File: src/rtl/spi_flash_word_reader.sv
// Boot-ROM word reader for a serial NOR flash: SPI mode 0, READ (0x03), with
// sequential-word streaming that keeps the flash read open between hits.
module spi_flash_word_reader #(
  parameter int unsigned CLK_DIV   = 2,
  parameter int unsigned WAKE_WAIT = 1024,
  parameter int unsigned CS_HIGH   = 8,
  parameter bit          STREAM_EN = 1'b1
) (
  input  logic        clk,
  input  logic        rst,
  input  logic        rom_stb,
  input  logic [21:0] rom_addr,
  output logic        rom_ack,
  output logic [31:0] rom_odata,
  output logic        rom_ready,
  output logic        spi_ss,
  output logic        spi_sck,
  output logic        spi_mosi,
  input  logic        spi_miso,
  output logic        spi_io2,
  output logic        spi_io3
);

  typedef enum logic [3:0] {
    StWakeCmd, StWakeHold, StIdle, StHold, StCmd, StAddr, StData, StAck, StStream
  } state_e;

  localparam logic [15:0] DivMax   = 16'(CLK_DIV - 1);
  localparam logic [15:0] HoldMax  = 16'(CS_HIGH);
  localparam logic [31:0] WakeMax  = 32'(WAKE_WAIT);
  localparam logic [31:0] WakeWord = 32'hAB00_0000;

  state_e      state;
  logic [15:0] div_cnt;
  logic [15:0] hold_cnt;
  logic [31:0] wake_cnt;
  logic [30:0] tx;
  logic [31:0] rx;
  logic [5:0]  bit_cnt;
  logic [21:0] cur_addr;

  logic        shifting, tick, sck_fall, hold_done, hit;
  logic [31:0] cmd_word;

  assign spi_io2 = 1'b1;
  assign spi_io3 = 1'b1;

  always_comb begin
    shifting  = (state == StWakeCmd && !spi_ss) || state == StCmd || state == StAddr ||
                state == StData;
    tick      = shifting && (div_cnt == DivMax);
    sck_fall  = tick && spi_sck;
    hold_done = hold_cnt == HoldMax;
    // A hit must not rely on a 22-bit wrap from the top word back to zero.
    hit       = ({1'b0, cur_addr} + 23'd1) == {1'b0, rom_addr};
    cmd_word  = {8'h03, (state == StIdle) ? rom_addr : cur_addr, 2'b00};
  end

  always_ff @(posedge clk or negedge rst) begin
    if (!rst) begin
      state     <= StWakeCmd;
      spi_ss    <= 1'b1;
      spi_sck   <= 1'b0;
      spi_mosi  <= 1'b0;
      rom_ack   <= 1'b0;
      rom_odata <= '0;
      rom_ready <= 1'b0;
      div_cnt   <= '0;
      hold_cnt  <= '0;
      wake_cnt  <= '0;
      tx        <= '0;
      rx        <= '0;
      bit_cnt   <= '0;
      cur_addr  <= '0;
    end else begin
      rom_ack <= 1'b0;

      // Counts clk cycles with ss high; cleared whenever the flash is selected.
      if (!spi_ss) hold_cnt <= '0;
      else if (!hold_done) hold_cnt <= hold_cnt + 16'd1;

      if (shifting) begin
        if (tick) begin
          div_cnt <= '0;
          spi_sck <= ~spi_sck;
          if (!spi_sck) rx <= {rx[30:0], spi_miso};
        end else begin
          div_cnt <= div_cnt + 16'd1;
        end
      end

      // Non-final falling edges advance mosi to the next bit.
      if (sck_fall) begin
        bit_cnt  <= bit_cnt + 6'd1;
        spi_mosi <= tx[30];
        tx       <= {tx[29:0], 1'b0};
      end

      unique case (state)
        StWakeCmd: begin
          if (spi_ss) begin
            spi_ss   <= 1'b0;
            spi_mosi <= WakeWord[31];
            tx       <= WakeWord[30:0];
            bit_cnt  <= '0;
          end else if (sck_fall && bit_cnt == 6'd7) begin
            spi_ss   <= 1'b1;
            spi_mosi <= 1'b0;
            wake_cnt <= '0;
            state    <= StWakeHold;
          end
        end
        StWakeHold: begin
          wake_cnt <= wake_cnt + 32'd1;
          if (wake_cnt + 32'd1 >= WakeMax) begin
            rom_ready <= 1'b1;
            state     <= StIdle;
          end
        end
        StIdle: begin
          if (rom_stb) begin
            cur_addr <= rom_addr;
            if (hold_done) begin
              spi_ss   <= 1'b0;
              spi_mosi <= cmd_word[31];
              tx       <= cmd_word[30:0];
              bit_cnt  <= '0;
              state    <= StCmd;
            end else begin
              state <= StHold;
            end
          end
        end
        StHold: begin
          if (hold_done) begin
            spi_ss   <= 1'b0;
            spi_mosi <= cmd_word[31];
            tx       <= cmd_word[30:0];
            bit_cnt  <= '0;
            state    <= StCmd;
          end
        end
        StCmd: begin
          if (sck_fall && bit_cnt == 6'd7) begin
            bit_cnt <= '0;
            state   <= StAddr;
          end
        end
        StAddr: begin
          if (sck_fall && bit_cnt == 6'd23) begin
            bit_cnt  <= '0;
            spi_mosi <= 1'b0;
            tx       <= '0;
            state    <= StData;
          end
        end
        StData: begin
          if (sck_fall && bit_cnt == 6'd31) begin
            rom_ack   <= 1'b1;
            rom_odata <= rx;
            state     <= StAck;
          end
        end
        StAck: begin
          if (STREAM_EN) begin
            state <= StStream;
          end else begin
            spi_ss <= 1'b1;
            state  <= StIdle;
          end
        end
        StStream: begin
          if (rom_stb) begin
            cur_addr <= rom_addr;
            bit_cnt  <= '0;
            if (hit) begin
              state <= StData;
            end else begin
              spi_ss <= 1'b1;
              state  <= StHold;
            end
          end
        end
        default: state <= StWakeCmd;
      endcase
    end
  end

endmodule

File: config.mk
export PLATFORM = sky130hd
export DESIGN_NAME = spi_flash_word_reader
export DESIGN_NICKNAME = d
export VERILOG_FILES = /design/src/rtl/spi_flash_word_reader.sv
export SDC_FILE = /design/constraint.sdc
export NUM_CORES = 1
export LEC_CHECK = 0
export BUFFER_PORTS_ARGS = -buffer_cell sky130_fd_sc_hd__buf_2
export CAP_MARGIN = 25
export CORE_ASPECT_RATIO = 1.2
export CORE_MARGIN = 10
export CORE_UTILIZATION = 46
export CTS_CLUSTER_DIAMETER = 120
export CTS_CLUSTER_SIZE = 40
export DETAILED_ROUTE_END_ITERATION = 16
export PLACE_DENSITY = 0.61
export SLEW_MARGIN = 20
export SYNTH_ARGS = -nofsm -noshare
export SYNTH_HDL_FRONTEND = slang
export SYNTH_SLANG_ARGS = --single-unit
File: constraint.sdc
create_clock -name clk -period 7.47 [get_ports clk]
set_input_delay 1.1205 -clock clk [delete_from_list [all_inputs] [get_ports clk]]
set_output_delay 1.1205 -clock clk [all_outputs]
set_load 0.03 [all_outputs]
==> impl_metrics.py <==
metrics = {
    "grt": {
        "grt_max_degree": 115,
        "overflow": 0,
        "antenna_found_initial": 0,
        "grtUsageTotal": 0.161,
        "grt_pass1_vias": 8012,
        "grt_pass1_wl_um": 39400,
    },
    "floorplanning": {
        "fp.dieH_um": 185,
        "coreArea_sq_mm": 0.0224,
        "chipWidth_um": 158,
        "io_pins": 65,
        "num_rows": 60,
        "initial_core_util": 0.468,
        "fp.dieArea_sq_mm": 0.0293,
    },
    "cts": {
        "clkLatencyLatePin_ns": 0.44,
        "tritoncts": "built",
        "cts_sinks": 196,
        "cts_buffer_depth": 2,
        "cts-root-buf": "clkbuf_16",
        "postCtsSetupRepairBufs": 0,
        "ctsResizeCount": 0,
        "htreeDepth": 4,
        "clk_pin_slew_ns": 0.08,
        "cts_hold_buf": 0,
        "cts_buffers": 17,
    },
    "sta": {
        "fin_crit_sh": 0.446,
        "finalHoldViolCount": 0,
        "fmax_mhz": 300,
        "finalMaxSlewViolations": 0,
        "finalSetupTns_ns": 0,
        "hold_slack_ns": 0.472,
        "setup_ws_ns": 4.14,
        "slew_headroom": 0.377,
        "skew_ns": 0.0169,
        "finalSetupViolCount": 0,
        "rsz0062_at_grt": "false",
        "period_minus_slack_ns": 3.33,
        "max_slew.worst_pin.slew_ns": 0.934,
    },
    "job": {
        "maxCapViolations": 0,
    },
    "placed_design": {
        "port_buffers": 62,
        "gp_congestion": 0.827,
        "dp_worst_setup_slack_ns": 4.15,
        "post-dp-hpwl_um": 15300,
    },
    "pwr": {
        "p_leak_uw": 0.00531,
        "worst_ir_drop_vdd_mv": 0.148,
        "powerDensity_mw_per_mm2": 180,
    },
    "synthesis": {
        "ys_top_cells_by_area": "dfrtp_1 47%, nand2_1 6.0%, mux2_2 5.6%",
        "syn_inst": 1088,
        "ys.flop_type": "dfrtp_1",
        "synth_edf_count": 0,
        "yosysSeqAreaShare": 0.468,
        "async_flop_share": 1.00,
        "yosys.area.top_type_share": 0.465,
        "synth_area_leader_cell": "dfrtp_1",
        "ys_ff_latch": 196,
        "netlist-cell-type-count": 74,
        "yosysWarnings": 0,
        "syn-cell-area_sq_mm": 0.0105,
        "syn_area_per_cell_sq_um": 9.65,
    },
    "cells_and_area": {
        "nNetsFinal": 1148,
        "final_util": 0.520,
        "layout_common_cells": "195 x dfrtp_1, 168 x nand2_1, 82 x nor2_1, 61 x buf_2, 55 x mux2i_1",
        "area_growth_pct": 11.2,
        "layout-drive-gt1-share": 0.160,
        "layout_commonest_cell": "dfrtp_1",
        "diodes": 0,
    },
    "detailed_routing": {
        "first_pass_iters": 5,
        "drcViolationCount": 0,
        "ant_nets": 0,
        "initialDrtViolationCount": 407,
        "drt-total-wl_um": 22800,
        "vias": 7922,
        "detail_route.vias_per_cell": 5.63,
        "routedWlPerCell_um": 16.2,
    },
    "critical_path": {
        "cp_max_fo": 34,
        "r2r_slack_ns": 4.14,
        "crit_arrival_ns": 3.63,
        "crit_path_start_kind": "flop",
        "worstSetupPathType": "reg2reg",
        "worst-r2r-cell-count": 10,
        "cp_data_required_time_ns": 7.77,
        "worst_setup_path_end_kind": "flop",
    },
    "hold_path": {
        "whs_path_depth": 1,
        "hp-class": "reg2reg",
    },
    "run_status": {
        "run_status": "complete, no violations",
    },
}
## cell usage after synthesis (all sizes together), types with 4 or more instances
cell type,number
nor2,83
and2,15
o31ai,11
nand4,37
a21o,4
ha,7
clkbuf,41
o22ai,31
nand3,41
xor2,35
nor4,16
nand3b,4
a21oi,35
and3,15
dfrtp,195
nor3,24
or2,5
nor3b,7
mux2i,55
mux2,52
or3,7
inv,17
xnor2,31
o21ai,54
a31oi,6
nand2,169
and4,10
buf,24
## final timing paths
path | from | end
max | state[2] | wake_cnt[21]
min | div_cnt[15] | div_cnt[15]
max reg2reg | state[2] | wake_cnt[21]
min reg2reg | div_cnt[15] | div_cnt[15]
max in group asynchronous | rst | hold_cnt[1]
min in group asynchronous | rst | div_cnt[3]
## power breakdown
group	leakage, uW	switching, uW	total, uW	internal, uW
Combinational	0.00231	35.5	49.5	13.9
Sequential	0.00268	1.84	1060	1060
Clock	0.000315	510	989	479
## cells by family (layout without fill, tap and decap cells)
family          count (synthesis)  in the layout  share of synthesized area
simple gates                  445            445                      0.216
flops                         196            196                      0.468
compound gates                181            181                      0.109
mux                           107            107                      0.108
buf+inv                        84            123                     0.0334
xor+xnor                       67             67                     0.0573
fa+ha+maj                       7              7                    0.00835
other cells                     1              2                   0.000357
## area by class of cell
| cell class | instances | area, sq um |
|---|---|---|
| Clock buffer | 17 | 425 |
| Clock inverter | 15 | 229 |
| Fill cell | 2072 | 10800 |
| Inverter | 19 | 71.3 |
| Multi-Input combinational cell | 809 | 5260 |
| Sequential cell | 196 | 4910 |
| Tap cell | 279 | 349 |
| Timing Repair Buffer | 72 | 425 |
## state kept, by name, indices dropped and copies added (netlist names), 4 cells and up
register,cells
div_cnt,16
tx,31
hold_cnt,16
bit_cnt,6
wake_cnt,32
cur_addr,22
rx,32
rom_odata,32
state,4
## critical path, stage by stage, from the launching register on
cell and delay, ns:
dfrtp_1 0.68, inv_1 0.26, o22ai_1 0.27, and4_1 0.23, buf_4 0.41, nand2_2 0.09
nor2_1 0.64, nor2_1 0.08, buf_4 0.25, o21ai_0 0.18, o21ai_0 0.11
## routing by layer
layer	GRT usage	routed length, um
met2	0.272	11400
met5	0	0
met1	0.207	10500
met4	0.0427	218
met3	0.0305	690
## through the flow
step / cells / area [sq um] / power (uW)
2_1_floorplan: 1089 / 10500 / 1100
3_5_place_dp: 1373 / 11000 / 1140
4_1_cts: 1405 / 11600 / 2130
3_3_place_gp: 1373 / 11000 / 1140
6_report: 1407 / 11700 / 2100
5_1_grt: 1407 / 11700 / 2180
No activity file was read; power rests on OpenSTA's default activity.
